$ cat config.mk
export PLATFORM = sky130hd
export DESIGN_NAME = control_sequencer_flat
export DESIGN_NICKNAME = d
export VERILOG_FILES = /design/src/rtl/control_sequencer_pkg.sv /design/src/rtl/control_sequencer_if.sv /design/src/rtl/control_sequencer_step_counter.sv /design/src/rtl/control_sequencer.sv /design/src/flat_wrapper.sv
export SDC_FILE = /design/constraint.sdc
export NUM_CORES = 1
export LEC_CHECK = 0
export ABC_AREA = 1
export BUFFER_PORTS_ARGS = -buffer_cell sky130_fd_sc_hd__clkbuf_2
export CAP_MARGIN = 40
export CORE_UTILIZATION = 35
export CTS_CLUSTER_SIZE = 24
export DETAILED_ROUTE_END_ITERATION = 10
export PLACE_DENSITY = 0.73
export SLEW_MARGIN = 20
export SYNTH_ARGS = -nofsm -noshare
export SYNTH_HDL_FRONTEND = slang
export SYNTH_SLANG_ARGS = --single-unit
$ cat constraint.sdc
create_clock -name clk -period 2 [get_ports clk]
set_input_delay 0.3 -clock clk [delete_from_list [all_inputs] [get_ports clk]]
set_output_delay 0.3 -clock clk [all_outputs]
set_load 0.05 [all_outputs]
$ cat src/rtl/control_sequencer_pkg.sv
// ctrl_pkg: shared definitions for the control sequencer.
//   - opcode constants for the 4-bit instruction nibble
//   - T-state index constants (3-bit step values)
//   - bit positions inside the internal control word, plus a helper that
//     builds a one-hot control word from a bit position
package ctrl_pkg;

    // Opcodes
    localparam logic [3:0] OP_NOP = 4'b0000;
    localparam logic [3:0] OP_LDA = 4'b0001;
    localparam logic [3:0] OP_ADD = 4'b0010;
    localparam logic [3:0] OP_SUB = 4'b0011;
    localparam logic [3:0] OP_STA = 4'b0100;
    localparam logic [3:0] OP_LDI = 4'b0101;
    localparam logic [3:0] OP_JMP = 4'b0110;
    localparam logic [3:0] OP_JC  = 4'b0111;
    localparam logic [3:0] OP_JZ  = 4'b1000;
    localparam logic [3:0] OP_OUT = 4'b1110;
    localparam logic [3:0] OP_HLT = 4'b1111;

    // T-state indices
    localparam logic [2:0] T0 = 3'd0;
    localparam logic [2:0] T1 = 3'd1;
    localparam logic [2:0] T2 = 3'd2;
    localparam logic [2:0] T3 = 3'd3;
    localparam logic [2:0] T4 = 3'd4;

    // Control word bit positions
    localparam int CW_PC_INC     = 0;
    localparam int CW_PC_OUT     = 1;
    localparam int CW_PC_LOAD    = 2;
    localparam int CW_MAR_LOAD   = 3;
    localparam int CW_RAM_OUT    = 4;
    localparam int CW_RAM_LOAD   = 5;
    localparam int CW_IR_LOAD    = 6;
    localparam int CW_IR_OUT     = 7;
    localparam int CW_A_LOAD     = 8;
    localparam int CW_A_OUT      = 9;
    localparam int CW_B_LOAD     = 10;
    localparam int CW_ALU_OUT    = 11;
    localparam int CW_ALU_SUB    = 12;
    localparam int CW_FLAGS_LOAD = 13;
    localparam int CW_OUT_LOAD   = 14;
    localparam int CW_W          = 15;

    typedef logic [CW_W-1:0] cw_t;

    // One-hot control word with only bit 'pos' set
    function automatic cw_t cw_bit(input int pos);
        cw_t m;
        m      = {CW_W{1'b0}};
        m[pos] = 1'b1;
        return m;
    endfunction

endpackage

$ cat src/rtl/control_sequencer_if.sv
// control_sequencer_if: groups the sequencer's instruction/flag inputs and
// its control-line outputs.
//   master : the sequencer (drives controls, step, halted)
//   slave  : the datapath / instruction source (drives run, instruction, flags)
interface control_sequencer_if;
    logic       run;
    logic [3:0] instruction;
    logic       carry_flag;
    logic       zero_flag;
    logic       pc_inc;
    logic       pc_out;
    logic       pc_load;
    logic       mar_load;
    logic       ram_out;
    logic       ram_load;
    logic       ir_load;
    logic       ir_out;
    logic       a_load;
    logic       a_out;
    logic       b_load;
    logic       alu_out;
    logic       alu_sub;
    logic       flags_load;
    logic       out_load;
    logic [2:0] step;
    logic       halted;

    modport master (
        input  run, instruction, carry_flag, zero_flag,
        output pc_inc, pc_out, pc_load, mar_load, ram_out, ram_load,
               ir_load, ir_out, a_load, a_out, b_load, alu_out, alu_sub,
               flags_load, out_load, step, halted
    );

    modport slave (
        output run, instruction, carry_flag, zero_flag,
        input  pc_inc, pc_out, pc_load, mar_load, ram_out, ram_load,
               ir_load, ir_out, a_load, a_out, b_load, alu_out, alu_sub,
               flags_load, out_load, step, halted
    );
endinterface

$ cat src/rtl/control_sequencer_step_counter.sv
// step_counter: T-state counter that counts 0..NUM_STEPS-1 and wraps.
//   clk   : system clock
//   reset : synchronous active-high reset (forces step to 0)
//   en    : advance enable; when low the step holds
//   step  : current T-state index
module step_counter #(
    parameter int NUM_STEPS = 6
) (
    input  logic       clk,
    input  logic       reset,
    input  logic       en,
    output logic [2:0] step
);
    localparam logic [2:0] LAST_STEP = 3'(NUM_STEPS - 1);

    logic [2:0] step_q;
    logic [2:0] step_d;

    // Next-step computation: increment with wrap, or hold
    always_comb begin
        step_d = step_q;
        if (en) begin
            if (step_q == LAST_STEP) begin
                step_d = 3'd0;
            end else begin
                step_d = step_q + 3'd1;
            end
        end else begin
            step_d = step_q;
        end
    end

    // Step register with synchronous reset
    always_ff @(posedge clk) begin
        if (reset) begin
            step_q <= 3'd0;
        end else begin
            step_q <= step_d;
        end
    end

    assign step = step_q;

endmodule

$ cat src/rtl/control_sequencer.sv
// control_sequencer: microcoded T-state sequencer for a simple 8-bit CPU.
//   clk   : system clock, all state changes on the rising edge
//   reset : synchronous active-high reset (step=0, halted=0, controls 0)
//   bus   : control_sequencer_if.master -- run/instruction/flags in,
//           all control lines plus step and halted out
// Controls are combinational from (step, instruction, flags) and are forced
// low while reset, run=0 or halted. T0/T1 fetch is common to every opcode;
// execute microinstructions occupy T2..T4 and any later steps are idle.
// Optional macro SEQ_JUMP_EN enables JMP/JC/JZ; without it those opcodes
// behave as NOP and pc_load stays 0.
module control_sequencer
    import ctrl_pkg::*;
#(
    parameter int NUM_STEPS = 6
) (
    input  logic                  clk,
    input  logic                  reset,
    control_sequencer_if.master   bus
);

    logic [2:0] step_s;
    logic       halted_q;
    logic       halted_d;
    logic       step_en_s;
    logic       active_s;
    cw_t        cw_s;

    // Step only advances while running and not halted
    assign step_en_s = bus.run & ~halted_q;

    step_counter #(.NUM_STEPS(NUM_STEPS)) u_step_counter (
        .clk   (clk),
        .reset (reset),
        .en    (step_en_s),
        .step  (step_s)
    );

    // Halt latches on the edge that leaves T2 of an HLT; the counter moves to
    // T3 on that same edge and then freezes because step_en_s drops.
    always_comb begin
        halted_d = halted_q;
        if (step_en_s && (step_s == T2) && (bus.instruction == OP_HLT)) begin
            halted_d = 1'b1;
        end else begin
            halted_d = halted_q;
        end
    end

    // Halt flag register, cleared only by reset
    always_ff @(posedge clk) begin
        if (reset) begin
            halted_q <= 1'b0;
        end else begin
            halted_q <= halted_d;
        end
    end

    assign active_s = ~reset & bus.run & ~halted_q;

    // Microinstruction decode; each step drives at most one *_out line
    always_comb begin
        cw_s = {CW_W{1'b0}};
        if (active_s) begin
            case (step_s)
                T0: cw_s = cw_bit(CW_PC_OUT) | cw_bit(CW_MAR_LOAD);
                T1: cw_s = cw_bit(CW_RAM_OUT) | cw_bit(CW_IR_LOAD) | cw_bit(CW_PC_INC);
                T2: begin
                    case (bus.instruction)
                        OP_LDA, OP_ADD, OP_SUB, OP_STA:
                            cw_s = cw_bit(CW_IR_OUT) | cw_bit(CW_MAR_LOAD);
                        OP_LDI:
                            cw_s = cw_bit(CW_IR_OUT) | cw_bit(CW_A_LOAD);
                        OP_OUT:
                            cw_s = cw_bit(CW_A_OUT) | cw_bit(CW_OUT_LOAD);
`ifdef SEQ_JUMP_EN
                        OP_JMP:
                            cw_s = cw_bit(CW_IR_OUT) | cw_bit(CW_PC_LOAD);
                        OP_JC: begin
                            if (bus.carry_flag) begin
                                cw_s = cw_bit(CW_IR_OUT) | cw_bit(CW_PC_LOAD);
                            end else begin
                                cw_s = {CW_W{1'b0}};
                            end
                        end
                        OP_JZ: begin
                            if (bus.zero_flag) begin
                                cw_s = cw_bit(CW_IR_OUT) | cw_bit(CW_PC_LOAD);
                            end else begin
                                cw_s = {CW_W{1'b0}};
                            end
                        end
`endif
                        default: cw_s = {CW_W{1'b0}};
                    endcase
                end
                T3: begin
                    case (bus.instruction)
                        OP_LDA:         cw_s = cw_bit(CW_RAM_OUT) | cw_bit(CW_A_LOAD);
                        OP_ADD, OP_SUB: cw_s = cw_bit(CW_RAM_OUT) | cw_bit(CW_B_LOAD);
                        OP_STA:         cw_s = cw_bit(CW_A_OUT) | cw_bit(CW_RAM_LOAD);
                        default:        cw_s = {CW_W{1'b0}};
                    endcase
                end
                T4: begin
                    case (bus.instruction)
                        OP_ADD:  cw_s = cw_bit(CW_ALU_OUT) | cw_bit(CW_A_LOAD)
                                      | cw_bit(CW_FLAGS_LOAD);
                        OP_SUB:  cw_s = cw_bit(CW_ALU_OUT) | cw_bit(CW_A_LOAD)
                                      | cw_bit(CW_FLAGS_LOAD) | cw_bit(CW_ALU_SUB);
                        default: cw_s = {CW_W{1'b0}};
                    endcase
                end
                default: cw_s = {CW_W{1'b0}};
            endcase
        end else begin
            cw_s = {CW_W{1'b0}};
        end
    end

    assign bus.pc_inc     = cw_s[CW_PC_INC];
    assign bus.pc_out     = cw_s[CW_PC_OUT];
    assign bus.pc_load    = cw_s[CW_PC_LOAD];
    assign bus.mar_load   = cw_s[CW_MAR_LOAD];
    assign bus.ram_out    = cw_s[CW_RAM_OUT];
    assign bus.ram_load   = cw_s[CW_RAM_LOAD];
    assign bus.ir_load    = cw_s[CW_IR_LOAD];
    assign bus.ir_out     = cw_s[CW_IR_OUT];
    assign bus.a_load     = cw_s[CW_A_LOAD];
    assign bus.a_out      = cw_s[CW_A_OUT];
    assign bus.b_load     = cw_s[CW_B_LOAD];
    assign bus.alu_out    = cw_s[CW_ALU_OUT];
    assign bus.alu_sub    = cw_s[CW_ALU_SUB];
    assign bus.flags_load = cw_s[CW_FLAGS_LOAD];
    assign bus.out_load   = cw_s[CW_OUT_LOAD];
    assign bus.step       = step_s;
    assign bus.halted     = halted_q;

endmodule

$ cat src/flat_wrapper.sv
// flat-port wrapper written by rule: the top's interface ports become plain ports
module control_sequencer_flat import ctrl_pkg::*;
#(
    parameter int NUM_STEPS = 6
)
  (clk, reset, bus_run, bus_instruction, bus_carry_flag, bus_zero_flag, bus_pc_inc, bus_pc_out, bus_pc_load, bus_mar_load, bus_ram_out, bus_ram_load, bus_ir_load, bus_ir_out, bus_a_load, bus_a_out, bus_b_load, bus_alu_out, bus_alu_sub, bus_flags_load, bus_out_load, bus_step, bus_halted);
  control_sequencer_if bus_i ();
  input  logic clk;
  input  logic reset;
  input wire logic [$bits(bus_i.run)-1:0] bus_run;
  input wire logic [$bits(bus_i.instruction)-1:0] bus_instruction;
  input wire logic [$bits(bus_i.carry_flag)-1:0] bus_carry_flag;
  input wire logic [$bits(bus_i.zero_flag)-1:0] bus_zero_flag;
  output wire logic [$bits(bus_i.pc_inc)-1:0] bus_pc_inc;
  output wire logic [$bits(bus_i.pc_out)-1:0] bus_pc_out;
  output wire logic [$bits(bus_i.pc_load)-1:0] bus_pc_load;
  output wire logic [$bits(bus_i.mar_load)-1:0] bus_mar_load;
  output wire logic [$bits(bus_i.ram_out)-1:0] bus_ram_out;
  output wire logic [$bits(bus_i.ram_load)-1:0] bus_ram_load;
  output wire logic [$bits(bus_i.ir_load)-1:0] bus_ir_load;
  output wire logic [$bits(bus_i.ir_out)-1:0] bus_ir_out;
  output wire logic [$bits(bus_i.a_load)-1:0] bus_a_load;
  output wire logic [$bits(bus_i.a_out)-1:0] bus_a_out;
  output wire logic [$bits(bus_i.b_load)-1:0] bus_b_load;
  output wire logic [$bits(bus_i.alu_out)-1:0] bus_alu_out;
  output wire logic [$bits(bus_i.alu_sub)-1:0] bus_alu_sub;
  output wire logic [$bits(bus_i.flags_load)-1:0] bus_flags_load;
  output wire logic [$bits(bus_i.out_load)-1:0] bus_out_load;
  output wire logic [$bits(bus_i.step)-1:0] bus_step;
  output wire logic [$bits(bus_i.halted)-1:0] bus_halted;
  assign bus_i.run = bus_run;
  assign bus_i.instruction = bus_instruction;
  assign bus_i.carry_flag = bus_carry_flag;
  assign bus_i.zero_flag = bus_zero_flag;
  assign bus_pc_inc = bus_i.pc_inc;
  assign bus_pc_out = bus_i.pc_out;
  assign bus_pc_load = bus_i.pc_load;
  assign bus_mar_load = bus_i.mar_load;
  assign bus_ram_out = bus_i.ram_out;
  assign bus_ram_load = bus_i.ram_load;
  assign bus_ir_load = bus_i.ir_load;
  assign bus_ir_out = bus_i.ir_out;
  assign bus_a_load = bus_i.a_load;
  assign bus_a_out = bus_i.a_out;
  assign bus_b_load = bus_i.b_load;
  assign bus_alu_out = bus_i.alu_out;
  assign bus_alu_sub = bus_i.alu_sub;
  assign bus_flags_load = bus_i.flags_load;
  assign bus_out_load = bus_i.out_load;
  assign bus_step = bus_i.step;
  assign bus_halted = bus_i.halted;
  control_sequencer #(.NUM_STEPS(NUM_STEPS)) u_core (.clk(clk), .reset(reset), .bus(bus_i));
endmodule
-- Word level (Yosys, flattened, before mapping)
Cells that the tools add are included.
- add/subtract/negate cells: 1
- $mul: 0
- div/mod/pow operators: 0
- order comparisons: 0
- equal/unequal tests: 12
- shifts and indexed selects: 0
- mux-type cells: 6
- bitwise logic cells: 5
- reduce and logical (&&, ||, !) cells: 5
- operators with widths (operator ; count):
    $pmux 15 s5 ; 1
    $pmux 15 s3 ; 1
    $pmux 11 s3 ; 1
    $pmux 14 s2 ; 1
    $mux 15 ; 1
    $eq 4x2->1 const B ; 2
    $eq 4x3->1 const B ; 2
    $eq 4x4->1 const B ; 2
    $eq 3x2->1 const B ; 2
    $eq 3x3->1 const B ; 2
    $eq 4x1->1 const B ; 1
    $reduce_or 4->1 ; 1
    $add 3x1->3 const B ; 1
    $and 1x1->1 ; 3
    $eq 3x1->1 const B ; 1
    $logic_not 3->1 ; 1
    $mux 3 ; 1
    $logic_and 1x1->1 ; 2
    $not 1->1 ; 2
    $reduce_or 2->1 ; 1
- flip-flop bits (word level): 4
- bits in latches: 0
- bits in writable memories: 0
- bits in read-only memories: 0
- input port bits: 9
- output and inout bits: 19
- logic and storage cells: 31
- memories: 0

-- Depth between registers and ports, before layout
Gate-level depths: netlist (run 1).
- word-level depth: 5
- gate-level depth with buffers: 7

-- By module
A second synthesis (run 1) with hierarchy kept.
- cells, all modules: 84
- area total of the unflattened synthesis: 446.7 um^2
- by module, submodules not included (module ; instances ; cells each ; area each (um^2) ; seq. area each (um^2)):
    control_sequencer ; 1 ; 65 ; 320.3 ; 20.0
    step_counter ; 1 ; 19 ; 126.4 ; 60.1

-- Least setup slack after synthesis (run 1)
No wires, ideal clock.
- path kind: register -> output
- start: reg u_core.u_step_counter.step_q[2], in the netlist u_core.u_step_counter.step[2]
- end: out bus_flags_load
- arrival time: 2057 ps
- data required time: 1700 ps
- slack: -357 ps
- cell stages (with the launch flop): 6
- buffers on the path: 1
- cell sequence: dfxtp_1 -> inv_2 -> nor2_2 -> nand2_2 -> nor2_1 -> buf_4
- word-level cells in the longest chain between the ends: 3
- elaborated cells between the ends (all ways): 7
- classes of those cells: eq/ne (4); mux (2); reduce/logical (1)
- ends and longest elaborated chain (what ; line ; text):
    from (decl) ; control_sequencer_step_counter.sv:16 ; logic [2:0] step_q;
    from (signal assigned) ; control_sequencer_step_counter.sv:38 ; step_q <= step_d;
    $eq 3x3->1 (tied with other cells) ; control_sequencer.sv:64 ; case (step_s)
    $pmux 15 s5 * ; control_sequencer.sv:64 ;
    $mux 15 * ; control_sequencer.sv:63 ; if (active_s) begin
    to (decl) ; flat_wrapper.sv:27 ; output wire logic [$bits(bus_i.flags_load)-1:0] bus_flags_load;
Every way passes the cells marked *; elsewhere a longest branch is shown, timed or not.

-- Final worst setup path (run 1)
- start: reg u_core.u_step_counter.step_q[0], in the netlist u_core.u_step_counter.step[0]
- end: out bus_ram_out
- word-level cells in the longest chain between the ends: 3
- elaborated cells between the ends (all ways): 7
- classes of those cells: eq/ne (4); mux (2); reduce/logical (1)
- ends and longest elaborated chain (what ; line ; text):
    $eq 3x3->1 (tied with other cells) ; control_sequencer.sv:64 ;
    $pmux 15 s5 * ; control_sequencer.sv:64 ;
    $mux 15 * ; control_sequencer.sv:63 ;
    to (decl) ; flat_wrapper.sv:18 ; output wire logic [$bits(bus_i.ram_out)-1:0] bus_ram_out;
Marked as above.

==> results of run 1 <==
[cells in the final DEF, fill, tap and decap left out, drive strengths merged]
cell,netlist,final
inv,16,16
clkbuf,0,27
a31o,1,1
nand3,7,7
o21ai,7,7
nand2,21,21
nor2,15,15
ha,1,1
nand4,2,2
dfxtp,4,4
nor3,2,2
conb,1,1
a21oi,3,3
[logic make-up (layout without fill, tap and decap cells)]
kind of cell	Yosys count	count (layout)	share of synthesized area, %
flip-flops	4	4	16.67
AND/OR/NAND/NOR	47	47	49.74
buffers and inverters	19	43	17.19
adder cells (fa/ha/maj)	1	1	2.604
other	1	1	0.7805
AO/OA/AOI/OAI	11	11	13.02
[per-layer routing]
metal / routed length (um) / vias up / global-route usage (%)
li1: - / 308 / -
met1: 461 / 234 / 16.78
met2: 487 / 21 / 30.42
met3: 44 / 3 / 5.202
met4: 14 / 0 / 10.34
met5: 0 / - / 0
[flip-flops by register name, indices dropped and copies added (netlist names)]
| signal | cells |
|---|---|
| u_core.bus.halted | 1 |
| u_core.u_step_counter.step | 3 |
[metrics by stage]
stage | hold WS (ps) | utilization [%] | total power (W) | worst slack [ps] | TNS (ps)
floorplan | 369.1 | - | 0.0001861 | -87.91 | -87.91
global placement | 472.7 | 51.79 | 0.0002096 | 339.6 | 0
detailed placement | 476.1 | 51.79 | 0.0002108 | 318.1 | 0
CTS | 226.4 | 53.69 | 0.0003158 | 61.40 | 0
global route | 227.9 | 54.54 | 0.0003368 | 1.404 | 0
finish | 229.8 | 54.54 | 0.0003128 | 124.7 | 0
[power breakdown]
part,internal [W],switching [W]
sequential,0.0000848,0.00000789
clock,0.0000673,0.0000359
combinational,0.0000295,0.0000873
total,0.000182,0.000131
[area by class of cell]
class / count / share of cell area (%)
multi-input cells: 60 / 52.03
repair buffers: 24 / 20.12
flip-flops and latches: 4 / 12.38
inverters: 16 / 9.284
clock buffers: 3 / 3.482
well taps: 14 / 2.708
[worst register-to-register path, delay by kind of cell (launching register included)]
family	cells	cell delay, ps
AO/OA/AOI/OAI	2	280
buffers and inverters	1	100
flip-flops	1	450
adder cells (fa/ha/maj)	1	300
[worst paths after layout]
path                                                       to  slack (ps)  depth (start not counted)
worst min register to register              u_core.bus.halted         530                          2
worst min-delay path                        u_core.bus.halted         230                          2
worst max-delay path                              bus_ram_out         120                          8
worst max register to register  u_core.u_step_counter.step[2]         800                          4
[repair_timing]
item / CTS / global route
gates resized for setup: 0 / 8
hold buffers: 0 / 0
endpoints found under the setup margin: 0 / 4
buffers inserted: 0 / 0
==> key figures, run 1 <==
Placement
  • GPL Wtd Cong: 0.7224
  • Number of port buffers: 24
  • Placed Instances: 118
  • Placed wire-length estimate: 856.7 um
  • Placed Area: 614.3 um2

Synthesis
  • Post-synthesis instance total: 83
  • Cell accounting for the most synthesized area: dfxtp_1
  • Post-synthesis sequential area ratio: 16.67%
  • Syn. warnings: 0
  • Mapped cell area: 480.5 um2
  • Flops & latches, synth: 4
  • Share of the synthesized area in the top cell type: 16.67%
  • Most frequent cell after synthesis: nand2_1
  • Post-synth EDFFs: 0
  • Top_reg_cell synth: dfxtp_1
  • Synthesized area per cell: 5.789 um2
  • Syn_nets: 93
  • Synth async-reset ratio: 0%
  • Synth area leaders: dfxtp_1 17%, nand2_1 13%, nor2_1 9.4%
  • Yosys cell types: 20
  • Top cells by count, synth: 17 x nand2_1, 12 x nor2_1, 11 x inv_1

Finish
  • Post-Layout Inst Area: 646.9 um2
  • Nets@finish: 119
  • FF+latch area: 80.08 um2
  • Layout cells sized above 1: 43.93%
  • Area growth from synthesis to layout: 34.64%
  • N_diodes: 0
  • Area of the multi-input gates: 336.6 um2
  • Fin cells: 121
  • Filler Cells Inserted: 130

Global route
  • Initial antenna violation count: 0
  • Vias in the first global route: 460
  • First-pass GRT wire length: 1704 um
  • Pin count of the biggest net entering global routing: 8
  • Total grt overflow: 0
  • GRT Total Usage: 17.00%

Setup path
  • Crit-path cells: nand2_1 -> inv_1 -> ha_1 -> nand4_1 -> nand2_1 -> nand2_1 -> o21ai_2 -> clkbuf_4
  • Critical path class: reg2out
  • Crit-path most repeated cell: nand2_1
  • Slowest-stage cell, CP: dfxtp_1
  • CP endpoint kind: output pin
  • CP delay by family, top: flip-flops
  • Startpoint Class: flop
  • FF-to-FF Start: u_core.u_step_counter.step[2]
  • Worst EP required: 1700 ps
  • Crit path buf inv count: 2
  • Worst-path maximum fanout: 7
  • Worst path arrival time: 1580 ps
  • Peak per-stage delay on the critical path: 430 ps
  • Worst setup path start: u_core.u_step_counter.step[0]

Floorplanning
  • Core footprint: 1186 um2
  • IO Pins: 28
  • Initial Util: 40.51%
  • Die height: 39.05 um
  • Std-Cell Rows: 12
  • Die area: 1525 um2
  • Die width: 39.05 um

Timing
  • Fin crit share: 93.76%
  • Period minus WS final: 1875 ps
  • Hold Vio Cnt, Final: 0
  • RSZ-0062 raised after global routing: false
  • Slew Viols, Final: 0
  • Fmax: 0.5332 GHz
  • Clock Skews: 0.5201 ps
  • Final setup viols: 0

Clocking
  • CTS sink count: 4
  • Root Driver: clkbuf_4
  • Worst skew pair latency: 240 ps
  • H-tree depth: 1
  • TritonCTS Buffers: 3
  • Clock-pin slew on the worst setup and hold paths: 40 ps
  • CTS max path bufs: 2
  • CTS tree: yes

Route
  • Vias: 566
  • Post-route DRC: 0
  • Detailed Routing Iterations Pass 1: 2
  • DR iter-0 viols: 8
  • Via density: 4.678
  • Wire per inst: 8.322 um
  • WL final: 1007 um
  • Antenna-violating nets left: 0

Power and ir drop
  • LEAKAGE: 0.3655 nW
  • PwrDens: 483.5 nW/um2
  • Worst IR drop on VDD: 0.4462 mV

Min path
  • Hold WC Path Type: in2reg
  • Hold Startpoint: reset

Run
  • Max-cap check violation count: 0

Status
  • Outcome: completed
Power figures use the tool's default switching activity.
==> run 2, diff against run 1 <==
--- a/config.mk
+++ b/config.mk
@@ -6,7 +6,7 @@
 export NUM_CORES = 1
 export LEC_CHECK = 0
 export ABC_AREA = 1
-export BUFFER_PORTS_ARGS = -buffer_cell sky130_fd_sc_hd__clkbuf_2
+export BUFFER_PORTS_ARGS = -buffer_cell sky130_fd_sc_hd__buf_2
 export CAP_MARGIN = 40
 export CORE_UTILIZATION = 35
 export CTS_CLUSTER_SIZE = 24
==> key figures, run 2 (synthesized netlist as in run 1, its figures left out) <==
Setup path
  • Worst path arrival time: 1540 ps
  • Critical path class: reg2out
  • Worst EP required: 1700 ps
  • CP delay by family, top: flip-flops
  • Crit path buf inv count: 3
  • CP endpoint kind: output pin
  • Startpoint Class: flop
  • Crit-path cells: nand2_1 -> inv_1 -> ha_1 -> nand4_1 -> nand3_1 -> nand2_1 -> inv_1 -> buf_2
  • Slowest-stage cell, CP: dfxtp_1
  • R2R Setup Slk: 900 ps
  • Worst-path maximum fanout: 6
  • Peak per-stage delay on the critical path: 400 ps

Placement
  • Dpl ws: 344.1 ps
  • Number of port buffers: 24
  • Placed Instances: 118
  • GPL Wtd Cong: 0.7210
  • Placed wire-length estimate: 866.1 um

Finish
  • Area growth from synthesis to layout: 33.59%
  • FF+latch area: 82.58 um2
  • Area of the multi-input gates: 336.6 um2
  • N_diodes: 0
  • Most common cell after layout, fill and taps aside: buf_2
  • Max reg flops: 3
  • Fin cells: 121
  • Commonest non-fill, non-tap cells in the layout: 23 x buf_2, 17 x nand2_1, 11 x inv_1
  • Nets@finish: 119
  • Filler Cells Inserted: 136
  • Layout cells sized above 1: 45.79%

Floorplanning
  • Die width: 39.05 um
  • Initial Util: 40.51%
  • Die height: 39.05 um
  • Core footprint: 1186 um2
  • Die area: 1525 um2
  • Std-Cell Rows: 12
  • IO Pins: 28

Clocking
  • CTS sink count: 4
  • Post-CTS Setup Bufs: 0
  • H-tree depth: 1
  • CTS tree: yes
  • CTS hold repair buffers: 0
  • CTS max path bufs: 2
  • TritonCTS Buffers: 3
  • Root Driver: clkbuf_4
  • Worst skew pair latency: 240 ps
  • Clock-pin slew on the worst setup and hold paths: 40 ps

Timing
  • Fmax: 0.5442 GHz
  • Clock Skews: 2.157 ps
  • RSZ-0062 raised after global routing: false
  • Period minus WS final: 1838 ps
  • Fin crit share: 91.88%
  • Final setup viols: 0
  • Slew Viols, Final: 0
  • Hold Vio Cnt, Final: 0
  • Worst setup margin: 162.5 ps
  • Hold_ws: 229.1 ps

Run
  • Max-cap check violation count: 0

Route
  • Detailed Routing Iterations Pass 1: 4
  • Vias: 555
  • Antenna-violating nets left: 0
  • Via density: 4.587
  • Post-route DRC: 0
  • DR iter-0 viols: 7
  • WL final: 1043 um
  • Wire per inst: 8.620 um

Power and ir drop
  • Worst IR drop on VDD: 0.3231 mV
  • Internal: 0.0001827 W
  • PwrDens: 488.0 nW/um2
  • LEAKAGE: 0.3781 nW
  • Switching Share: 41.66%
  • Switching power: 0.0001305 W
  • Combinational share of power: 37.3%
  • Sequential share of power: 29.8%
  • Clock power share: 32.8%

Global route
  • Vias in the first global route: 474
  • First-pass GRT wire length: 1800 um
  • Total grt overflow: 0
  • Initial antenna violation count: 0
  • Pin count of the biggest net entering global routing: 8
  • GRT Total Usage: 17.60%

Status
  • Outcome: completed

Min path
  • Hold WC Path Type: in2reg
-- run 2: cell count changes in the layout (fill, tap and decap cells not counted) --
cell / before / now
clkbuf_2: 20 / 0
buf_2: 0 / 23
dfxtp_1: 4 / 2
dfxtp_2: 0 / 2
clkbuf_4: 7 / 4
-- run 2: final cells by class --
| cell class | instances | area share [%] |
|---|---|---|
| multi-input cells | 60 | 52.44 |
| repair buffers | 24 | 19.10 |
| flip-flops and latches | 4 | 12.87 |
| inverters | 16 | 9.357 |
| clock buffers | 3 | 3.509 |
| well taps | 14 | 2.729 |
-- run 2: per-stage QoR --
stage	utilization [%]	total power (W)	area, um2	TNS, ps
2_1_floorplan	-	0.0001861	499.2	-87.91
3_5_place_dp	51.79	0.0002107	614.3	0
3_3_place_gp	51.79	0.0002097	614.3	0
6_report	54.11	0.0003132	641.9	0
5_1_grt	54.11	0.0003417	641.9	0
4_1_cts	53.69	0.0003187	636.9	0
-- run 2: repair_timing --
item | CTS | global route
gates resized for setup | 0 | 3
hold endpoints to repair | 0 | 0
setup endpoints to repair | 0 | 3
-- run 2: path summary, 6_finish.rpt --
kind,cells after the start,start,to
max reg2reg,4,u_core.u_step_counter.step[2],u_core.u_step_counter.step[2]
min reg2reg,2,u_core.u_step_counter.step[0],u_core.u_step_counter.step[0]
max,8,u_core.u_step_counter.step[1],bus_a_load
min,2,reset,u_core.bus.halted
-- run 2: power by group through the flow --
| stage | Combinational (W) | Clock, W | Sequential (W) |
|---|---|---|---|
| floorplan | 0.0000775 | 0 | 0.000109 |
| detailed placement | 0.000117 | 0 | 0.0000938 |
| global route | 0.000129 | 0.000118 | 0.0000942 |
| CTS | 0.000117 | 0.000109 | 0.0000925 |
| finish | 0.000117 | 0.000103 | 0.0000934 |
| global placement | 0.000116 | 0 | 0.0000938 |
-- run 2: layer usage --
metal  global-route usage (%)  wire length [um]
met5                        0                 0
met4                    10.34                16
met3                    3.468                51
met2                    31.67               492
met1                    18.49               482
